File: config.mk
export PLATFORM = sky130hd
export DESIGN_NAME = instruction_queue
export DESIGN_NICKNAME = d
export VERILOG_FILES = /design/src/rtl/instruction_queue_pkg.sv /design/src/rtl/instruction_queue_ram.sv /design/src/rtl/instruction_queue.sv
export SDC_FILE = /design/constraint.sdc
export NUM_CORES = 2
export LEC_CHECK = 0
export BUFFER_PORTS_ARGS = -buffer_cell sky130_fd_sc_hd__buf_4
export CELL_PAD_IN_SITES_DETAIL_PLACEMENT = 1
export CELL_PAD_IN_SITES_GLOBAL_PLACEMENT = 2
export CORE_MARGIN = 2
export CORE_UTILIZATION = 30
export DETAILED_ROUTE_END_ITERATION = 8
export PLACE_DENSITY_LB_ADDON = 0.1
export SYNTH_ARGS = -nofsm -noshare
export SYNTH_HDL_FRONTEND = slang
export SYNTH_HIERARCHICAL = 1
export SYNTH_SLANG_ARGS = --single-unit
File: constraint.sdc
create_clock -name clk -period 3.19 [get_ports clk]
set_input_delay 0.4785 -clock clk [delete_from_list [all_inputs] [get_ports clk]]
set_output_delay 0.4785 -clock clk [all_outputs]
set_load 0.01 [all_outputs]
File: src/rtl/instruction_queue_pkg.sv
// Shared widths and entry field layout for the fetch-to-dispatch instruction queue.
package instruction_queue_pkg;

  localparam int IQ_DEPTH             = 8;
  localparam int ADDR_WIDTH           = 32;
  localparam int INSTRUCTION_ID_WIDTH = 8;
  localparam int INST_WIDTH           = 32;

  localparam int IQ_ENTRY_WIDTH = ADDR_WIDTH * 2 + INSTRUCTION_ID_WIDTH + INST_WIDTH + 1;

  // Entry layout, LSB first: pc | id | instruction | taken | target
  localparam int IQ_PC_LSB     = 0;
  localparam int IQ_PC_MSB     = IQ_PC_LSB + ADDR_WIDTH - 1;
  localparam int IQ_ID_LSB     = IQ_PC_MSB + 1;
  localparam int IQ_ID_MSB     = IQ_ID_LSB + INSTRUCTION_ID_WIDTH - 1;
  localparam int IQ_INST_LSB   = IQ_ID_MSB + 1;
  localparam int IQ_INST_MSB   = IQ_INST_LSB + INST_WIDTH - 1;
  localparam int IQ_TAKEN_LSB  = IQ_INST_MSB + 1;
  localparam int IQ_TAKEN_MSB  = IQ_TAKEN_LSB;
  localparam int IQ_TARGET_LSB = IQ_TAKEN_MSB + 1;
  localparam int IQ_TARGET_MSB = IQ_TARGET_LSB + ADDR_WIDTH - 1;

  // Concatenation order must mirror the LSB/MSB table above.
  function automatic logic [IQ_ENTRY_WIDTH-1:0] pack_entry(
    input logic [ADDR_WIDTH-1:0]           pc,
    input logic [INSTRUCTION_ID_WIDTH-1:0] id,
    input logic [INST_WIDTH-1:0]           inst,
    input logic                            taken,
    input logic [ADDR_WIDTH-1:0]           target
  );
    return {target, taken, inst, id, pc};
  endfunction

endpackage

File: src/rtl/instruction_queue_ram.sv
// Entry storage: register array with two write ports and two asynchronous read ports.
module instruction_queue_ram #(
  parameter int DEPTH = 8,
  parameter int W     = 8,
  parameter int AW    = $clog2(DEPTH)
) (
  input  logic          clk,
  input  logic          we0,
  input  logic [AW-1:0] wa0,
  input  logic [W-1:0]  wd0,
  input  logic          we1,
  input  logic [AW-1:0] wa1,
  input  logic [W-1:0]  wd1,
  input  logic [AW-1:0] ra0,
  output logic [W-1:0]  rd0,
  input  logic [AW-1:0] ra1,
  output logic [W-1:0]  rd1
);

  logic [W-1:0] mem_q [DEPTH];
  logic [W-1:0] mem_d [DEPTH];

  // Next array contents; port 1 is applied last so it wins an address clash.
  always_comb begin
    mem_d = mem_q;
    if (we0) mem_d[wa0] = wd0;
    if (we1) mem_d[wa1] = wd1;
  end

  // Storage is don't-care after reset, so it carries no reset.
  always_ff @(posedge clk) begin
    mem_q <= mem_d;
  end

  assign rd0 = mem_q[ra0];
  assign rd1 = mem_q[ra1];

endmodule

File: src/rtl/instruction_queue.sv
// Dual-push / dual-pop in-order queue between fetch and dispatch.
// Holds pointers, occupancy, acceptance and the pack/unpack of entry fields.
module instruction_queue
  import instruction_queue_pkg::*;
#(
  parameter int DEPTH = IQ_DEPTH
) (
  input  logic                            clk,
  input  logic                            reset,
  input  logic                            flush,
  input  logic                            push0,
  input  logic                            push1,
  input  logic [ADDR_WIDTH-1:0]           pc0,
  input  logic [ADDR_WIDTH-1:0]           pc1,
  input  logic [INSTRUCTION_ID_WIDTH-1:0] id0,
  input  logic [INSTRUCTION_ID_WIDTH-1:0] id1,
  input  logic [INST_WIDTH-1:0]           instruction0,
  input  logic [INST_WIDTH-1:0]           instruction1,
  input  logic                            branch_taken0,
  input  logic                            branch_taken1,
  input  logic [ADDR_WIDTH-1:0]           branch_taken_address0,
  input  logic [ADDR_WIDTH-1:0]           branch_taken_address1,
  output logic [3:0]                      free,
  output logic                            stall,
  output logic                            overflow,
  output logic                            valid0,
  output logic                            valid1,
  output logic [ADDR_WIDTH-1:0]           q_pc0,
  output logic [ADDR_WIDTH-1:0]           q_pc1,
  output logic [INSTRUCTION_ID_WIDTH-1:0] q_id0,
  output logic [INSTRUCTION_ID_WIDTH-1:0] q_id1,
  output logic [INST_WIDTH-1:0]           q_instruction0,
  output logic [INST_WIDTH-1:0]           q_instruction1,
  output logic                            q_branch_taken0,
  output logic                            q_branch_taken1,
  output logic [ADDR_WIDTH-1:0]           q_branch_taken_address0,
  output logic [ADDR_WIDTH-1:0]           q_branch_taken_address1,
  input  logic                            pop0,
  input  logic                            pop1
);

  localparam int PW = $clog2(DEPTH);
  localparam int CW = PW + 1;

  logic [PW-1:0] head_q, head_d;
  logic [PW-1:0] tail_q, tail_d;
  logic [CW-1:0] count_q, count_d;
  logic          overflow_q, overflow_d;

  logic          acc0, acc1;
  logic          pop0_ok, pop1_ok;
  logic [PW-1:0] wa1;
  logic [PW-1:0] ra1;

  logic [IQ_ENTRY_WIDTH-1:0] wd0, wd1, rd0, rd1;

  // Free slots come from the registered count only, so same-cycle pops never make room.
  assign free   = 4'(DEPTH) - 4'(count_q);
  assign stall  = (free == 4'd0);
  assign valid0 = (count_q >= CW'(1));
  assign valid1 = (count_q >= CW'(2));

  // Acceptance, compaction and pointer/count update; flush overrides everything.
  always_comb begin
    acc0    = push0 && (free >= 4'd1);
    acc1    = push1 && (free >= (acc0 ? 4'd2 : 4'd1));
    pop0_ok = pop0 && valid0;
    pop1_ok = pop1 && pop0 && valid1;
    wa1     = acc0 ? (tail_q + PW'(1)) : tail_q;
    ra1     = head_q + PW'(1);

    head_d     = head_q + PW'(pop0_ok) + PW'(pop1_ok);
    tail_d     = tail_q + PW'(acc0) + PW'(acc1);
    count_d    = count_q + CW'(acc0) + CW'(acc1) - CW'(pop0_ok) - CW'(pop1_ok);
    overflow_d = (push0 && !acc0) || (push1 && !acc1);

    if (flush) begin
      head_d     = '0;
      tail_d     = '0;
      count_d    = '0;
      overflow_d = 1'b0;
    end
  end

  // Pointer, occupancy and overflow-pulse registers.
  always_ff @(posedge clk or negedge reset) begin
    if (!reset) begin
      head_q     <= '0;
      tail_q     <= '0;
      count_q    <= '0;
      overflow_q <= 1'b0;
    end else begin
      head_q     <= head_d;
      tail_q     <= tail_d;
      count_q    <= count_d;
      overflow_q <= overflow_d;
    end
  end

  assign overflow = overflow_q;

  assign wd0 = pack_entry(pc0, id0, instruction0, branch_taken0, branch_taken_address0);
  assign wd1 = pack_entry(pc1, id1, instruction1, branch_taken1, branch_taken_address1);

  instruction_queue_ram #(
    .DEPTH (DEPTH),
    .W     (IQ_ENTRY_WIDTH)
  ) u_ram (
    .clk (clk),
    .we0 (acc0 && !flush),
    .wa0 (tail_q),
    .wd0 (wd0),
    .we1 (acc1 && !flush),
    .wa1 (wa1),
    .wd1 (wd1),
    .ra0 (head_q),
    .rd0 (rd0),
    .ra1 (ra1),
    .rd1 (rd1)
  );

  assign q_pc0                   = rd0[IQ_PC_MSB:IQ_PC_LSB];
  assign q_id0                   = rd0[IQ_ID_MSB:IQ_ID_LSB];
  assign q_instruction0          = rd0[IQ_INST_MSB:IQ_INST_LSB];
  assign q_branch_taken0         = rd0[IQ_TAKEN_LSB];
  assign q_branch_taken_address0 = rd0[IQ_TARGET_MSB:IQ_TARGET_LSB];

  assign q_pc1                   = rd1[IQ_PC_MSB:IQ_PC_LSB];
  assign q_id1                   = rd1[IQ_ID_MSB:IQ_ID_LSB];
  assign q_instruction1          = rd1[IQ_INST_MSB:IQ_INST_LSB];
  assign q_branch_taken1         = rd1[IQ_TAKEN_LSB];
  assign q_branch_taken_address1 = rd1[IQ_TARGET_MSB:IQ_TARGET_LSB];

endmodule
# After elaboration in Yosys (flattened, before gate mapping)
# Index checks and enable logic that the tools add are counted.
dict set report totals {
  register_bits 851
  latch_bits 0
  ramBits 0
  mem_bits_ro 0
  in_bits 217
  output_inout_bits 218
  wordCells 73
  memories 0
}
dict set report op_classes {
  add_sub_neg 11
  n_mul 0
  n_div 0
  order_cmp 10
  n_eq_ne 0
  shifts 0
  mux 20
  bitwise_logic 4
  n_reduce_logical 16
}
# cell n
set ops {}
lappend ops {{bitwise mux 840 bit} 2}
lappend ops {{two-way mux 840 bit} 2}
lappend ops {{binary-select mux 105 bit (select 3 bit)} 2}
lappend ops {{demux 105 bit (select 3 bit)} 2}
lappend ops {{two-way mux 105 bit} 6}
lappend ops {{>= comparator 4 bit (second input constant)} 4}
lappend ops {{inverter 3 -> 4 bit} 4}
lappend ops {{adder 3 x 1 -> 3 bit} 4}
lappend ops {{logical AND 1 bit} 11}
lappend ops {{two-way mux 3 bit} 3}
lappend ops {{adder 4 x 1 -> 4 bit} 2}
lappend ops {{>= comparator 4 x 1 -> 1 bit (second input constant)} 2}
lappend ops {{less-than comparator 4 x 1 -> 1 bit (second input constant)} 2}
lappend ops {{subtractor 4 x 1 -> 4 bit} 2}
lappend ops {{adder 3 x 1 -> 3 bit (second input constant)} 2}
lappend ops {{>= comparator 4 x 2 -> 1 bit} 1}
lappend ops {{>= comparator 4 x 2 -> 1 bit (second input constant)} 1}
lappend ops {{logical NOT 4 bit} 1}
lappend ops {{two-way mux 4 bit} 1}
lappend ops {{subtractor 4 bit (first input constant)} 1}
lappend ops {{logical NOT 1 bit} 3}
lappend ops {{two-way mux 2 bit} 1}
lappend ops {{logical OR 1 bit} 1}
lappend ops {{two-way mux 1 bit} 1}

# Longest topological paths before layout
dict set report logic_depth {
  depth_word 11
  depth_mapped 15
  mapped_depth_nobuf 15
}

# Modules after synthesis
# Netlist, hierarchy kept.
# module instances cells_each area_each_um2 seq_area_each_um2
set by_module_without_submodules {}
lappend by_module_without_submodules {instruction_queue_ram 1 4614 47668.2 16816.1}
lappend by_module_without_submodules {instruction_queue 1 91 929.6 275.3}

# Worst setup path after synthesis
# Ideal clock, no wire load.
dict set report synth_path {
  path_kind {flip-flop to flip-flop}
  from {reg count_q[0]}
  to {reg count_q[3]}
  setup_time_ns 0.132
  arrival_time_ns 3.254
  t_required_ns 3.058
  slack_ns -0.196
  stages_incl_launch_ff 15
  n_path_buf 0
  period_less_slack_ns 3.386
  path_cell_list {dfrtp_1 -> inv_1 -> ha_1 -> nand2b_4 -> o41ai_4 -> inv_1 -> fa_1 -> inv_1 -> fa_1 -> inv_1 -> ha_1 -> inv_1 -> fa_1 -> xnor2_1 -> nor2_1}
}
dict set report synth_between {
  elab_chain_cells 10
  word_cells_on_any_way 15
  classes_between {5 x add/sub; 4 x order compare; 2 x mux; 4 x reduce/logical}
}
# item line
set synth_rtl {}
lappend synth_rtl {{start: declaration} instruction_queue.sv:47} ;# logic [CW-1:0] count_q, count_d;
lappend synth_rtl {{start signal: assignment} instruction_queue.sv:95} ;# count_q <= count_d;
lappend synth_rtl {{subtractor 4 bit} instruction_queue.sv:58} ;# assign free = 4'(DEPTH) - 4'(count_q);
lappend synth_rtl {{>= comparator 4 x 1 -> 1 bit} instruction_queue.sv:65} ;# acc0 = push0 && (free >= 4'd1);
lappend synth_rtl {{logical AND 1 bit} instruction_queue.sv:65}
lappend synth_rtl {{two-way mux 2 bit} instruction_queue.sv:66} ;# acc1 = push1 && (free >= (acc0 ? 4'd2 : 4'd1));
lappend synth_rtl {{>= comparator 4 x 2 -> 1 bit} instruction_queue.sv:66}
lappend synth_rtl {{logical AND 1 bit} instruction_queue.sv:66}
lappend synth_rtl {{adder 4 x 1 -> 4 bit} instruction_queue.sv:74} ;# count_d = count_q + CW'(acc0) + CW'(acc1) - CW'(pop0_ok) - CW'(pop1_ok);
lappend synth_rtl {{subtractor 4 x 1 -> 4 bit} instruction_queue.sv:74}
lappend synth_rtl {{subtractor 4 x 1 -> 4 bit (*)} instruction_queue.sv:74}
lappend synth_rtl {{two-way mux 4 bit (*)} instruction_queue.sv:77} ;# if (flush) begin
lappend synth_rtl {{named net count_d[3]} instruction_queue.sv:47}
# Mark *: on every way through the listed nets, which the timed path passes. The rest lies on a longest branch.

# Worst setup path after layout
dict set report layout_path {
  from {reg head_q[0]}
  to {out q_branch_taken_address1[10]}
}
dict set report layout_between {
  elab_chain_cells 5
}
# item line
set layout_rtl {}
lappend layout_rtl {{start: declaration} instruction_queue.sv:45} ;# logic [PW-1:0] head_q, head_d;
lappend layout_rtl {{start signal: assignment} instruction_queue.sv:88} ;# head_q <= '0;
lappend layout_rtl {{start signal: assignment} instruction_queue.sv:93} ;# head_q <= head_d;
lappend layout_rtl {{adder 3 x 1 -> 3 bit} instruction_queue.sv:70} ;# ra1 = head_q + PW'(1);
lappend layout_rtl {{named net ra1[0]} instruction_queue.sv:53} ;# logic [PW-1:0] ra1;
lappend layout_rtl {{inverter 3 -> 4 bit (not written as such)} instruction_queue_ram.sv:36} ;# assign rd1 = mem_q[ra1];
lappend layout_rtl {{binary-select mux 105 bit (select 3 bit)} instruction_queue_ram.sv:36}
lappend layout_rtl {{two-way mux 105 bit (not written as such) (2 in a row)} instruction_queue_ram.sv:36}
lappend layout_rtl {{end: declaration} instruction_queue.sv:37} ;# output logic [ADDR_WIDTH-1:0] q_branch_taken_address1,
# The timed path passes the listed nets, and every way through them passes these cells. The select of a mux whose other input is x is not followed.

==> run_results.csv <==
group,metric,value,unit
outcome,status,"finished with violations",
outcome,violations,"negative setup slack",
final_layout,stdcell_count,7405,
power_and_ir_drop,power.density,1188,nW/um^2
clock_tree,cts_tree,"built",
die,start_util,30.23,%
placed_design,pre_cts_ws,-17.47,ps
worst_setup_path,cp-startpoint,"head_q[0]",
grt,grt_pass1_vias,39630,
clock_tree,clk_pin_slew,60,ps
worst_setup_path,worstSetupEndpointType,"output pin",
die,die_y,406.5,um
hold_path,hp-start,"pc1[30]",
synth,yosysUniqueCellTypes,41,
synth,ys_ff_latch,851,
grt,grt_max_degree,106,
placed_design,gp_congestion,0.7522,
synth,syn_area_per_cell,10.33,um^2
synth,synth_area,48600,um^2
power_and_ir_drop,ir_drop,514.5,uV
sta,fmax,291.5,MHz
sta,rsz0062_at_grt,"yes",
placed_design,io_buffer_count,434,
clock_tree,htree_num_levels,3,
sta,slew_headroom,32.12,%
final_layout,drive_above_1_share,33.16,%
placed_design,placedCellCount,6921,
clock_tree,clock_sinks,851,
run,drv_cap,0,
sta,fin_skew,18.84,ps
routing,wire_per_inst,28.07,um
clock_tree,clkLatencyLatePin,730,ps
clock_tree,clockBufferDepth,3,
routing,drc_errors,0,
routing,vias,39350,
sta,drv_slew,0,
clock_tree,clockRootBuffer,"clkbuf_16",
final_layout,nets,5382,
worst_setup_path,path_max_fanout,7,
sta,min_period,3430,ps
power_and_ir_drop,leakage,27.25,nW
clock_tree,numCtsBuffers,110,
die,row_count,147,
sta,whs,52.45,ps
final_layout,multi_input_area,29190,um^2
synth,synth_edf_count,0,
sta,period_share,107.5,%
routing,drt-total-wl,207900,um
final_layout,n_fill_cell,17250,
die,core_area,160800,um^2
synth,synth_cells,4705,
die,io_pins,435,
die,die_area,165200,um^2
grt,grt_pass1_wl,279100,um
sta,fin_setup_tns,-25760,ps
final_layout,seq_area,17110,um^2
die,die_w,406.5,um
sta,setup_ws,-240.3,ps
routing,drt-pass1-iter-count,5,
sta,tightest_slew,1018,ps
grt,antenna_found_initial,20,
worst_setup_path,worstSetupPathType,"reg -> out",
placed_design,dp_hpwl,120000,um
final_layout,syn_to_final_growth,33.79,%
grt,grt_usage,22.83,%
worst_setup_path,arrival,2950,ps
routing,vias_per_cell,5.315,
sta,setup_viol,217,
synth,yosysSeqAreaShare,35.17,%
routing,dr.first_iter.drc_count,2090,
worst_setup_path,worstSetupStartpointType,"flip-flop",
synth,async_flop_share,1.293,%
worst_setup_path,critPathRequiredTime,2710,ps
synth,yosys_warnings,6,
sta,hold_viol,0,
hold_path,hold_class,"in -> reg",
final_layout,final_cell_mix,"840 x mux2i_1, 840 x dfxtp_1, 419 x a21oi_1",
worst_setup_path,r2r-start,"count_q[0]",
grt,grt-ovfl-total,0,
synth,syn_nets,4942,
routing,ant_nets,0,
synth,synthFlopType,"dfxtp_1",
power by group:
group / leakage [nW] / switching, mW / total (mW) / internal (mW)
clock: 1.88 / 5.38 / 13.2 / 7.81
combinational: 18.2 / 19.1 / 44.7 / 25.7
sequential: 7.13 / 3.63 / 19.3 / 15.7
cells by family after synthesis:
family / after synthesis / share of synthesized area (%)
mux: 1471 / 41.80
compound gates: 848 / 8.810
flops: 851 / 35.17
xor+xnor: 8 / 0.1442
simple gates: 882 / 7.106
fa+ha+maj: 20 / 0.5922
buf+inv: 625 / 6.377
layout make-up:
class / instances / area share, %
timing repair buffer: 938 / 18.67
inverter: 15 / 0.1270
tap: 2160 / 4.156
clock inverter: 37 / 0.6985
clock buffer: 169 / 5.119
sequential: 851 / 26.31
multi-input combinational: 3229 / 44.90
antenna: 6 / 0.02309
cell usage after synthesis, types with 2 or more instances:
cell type,number,area [um^2]
dfxtp_1,840,16820
xnor2_1,6,52.55
nand4_1,2,12.51
dfrtp_1,11,275.3
clkbuf_1,320,1201
o21ai_0,29,145.1
buf_2,148,740.7
nand4b_1,6,52.55
and4bb_1,6,75.07
mux4_1,18,473.0
and2_1,2,12.51
fa_1,5,100.1
nor2b_1,5,31.28
inv_1,15,56.30
o21ai_1,393,1967
nand2_1,423,1588
mux2_2,210,2365
ha_1,15,187.7
mux4_2,402,9054
a21oi_1,421,2107
buf_6,22,247.7
buf_12,10,200.2
nor3_1,2,10.01
buf_1,46,172.7
buf_4,64,480.5
nor2_1,429,1610
mux2i_1,840,8408
xor2_1,2,17.52
layer usage:
layer	GRT usage, %	wire [um]
met1	30.47	94280
met5	0	159
met2	37.75	99620
met4	6.914	5131
met3	3.725	8696
worst max-delay path, stage by stage (launching register included):
cell and delay, ps:
dfrtp_4 540, buf_12 170, clkinv_16 70, buf_16 150, buf_12 150, buf_16 150, mux4_2 520, mux2_4 320
buf_6 130
through the flow:
stage | instance area [um^2] | utilization, % | power [mW]
3_5_place_dp | 55200 | 34.34 | 54.97
6_report | 65020 | 40.45 | 77.24
2_1_floorplan | 48600 | - | 40.99
4_1_cts | 62660 | 38.98 | 75.12
5_1_grt | 65020 | 40.45 | 81.36
3_3_place_gp | 55200 | 34.34 | 54.32
flip-flops by register name (all words and copies together) (netlist names):
register     flops
overflow         1
tail_q           3
head_q           3
count_q          4
u_ram/mem_q    840
path summary, 6_finish.rpt:
path / slack [ps] / cells past startpoint / to
min in group asynchronous: 140 / 2 / overflow
setup / recovery: -240 / 8 / q_branch_taken_address1[10]
hold / removal: 50 / 3 / u_ram/mem_q[765]
hold reg to reg: 550 / 2 / u_ram/mem_q[620]
setup reg to reg: -10 / 16 / u_ram/mem_q[338]
max in group asynchronous: 2840 / 2 / head_q[0]
what timing repair did:
| item | CTS | global route |
|---|---|---|
| buffers inserted | 53 | 70 |
| pin swaps | 1 | 18 |
| hold buffers | 76 | 0 |
| resized for setup | 317 | 216 |
| hold endpoints to repair | 242 | 0 |
| cloned | 38 | 62 |
| setup endpoints to repair | 234 | 988 |
(Power assumes the default switching activity.)
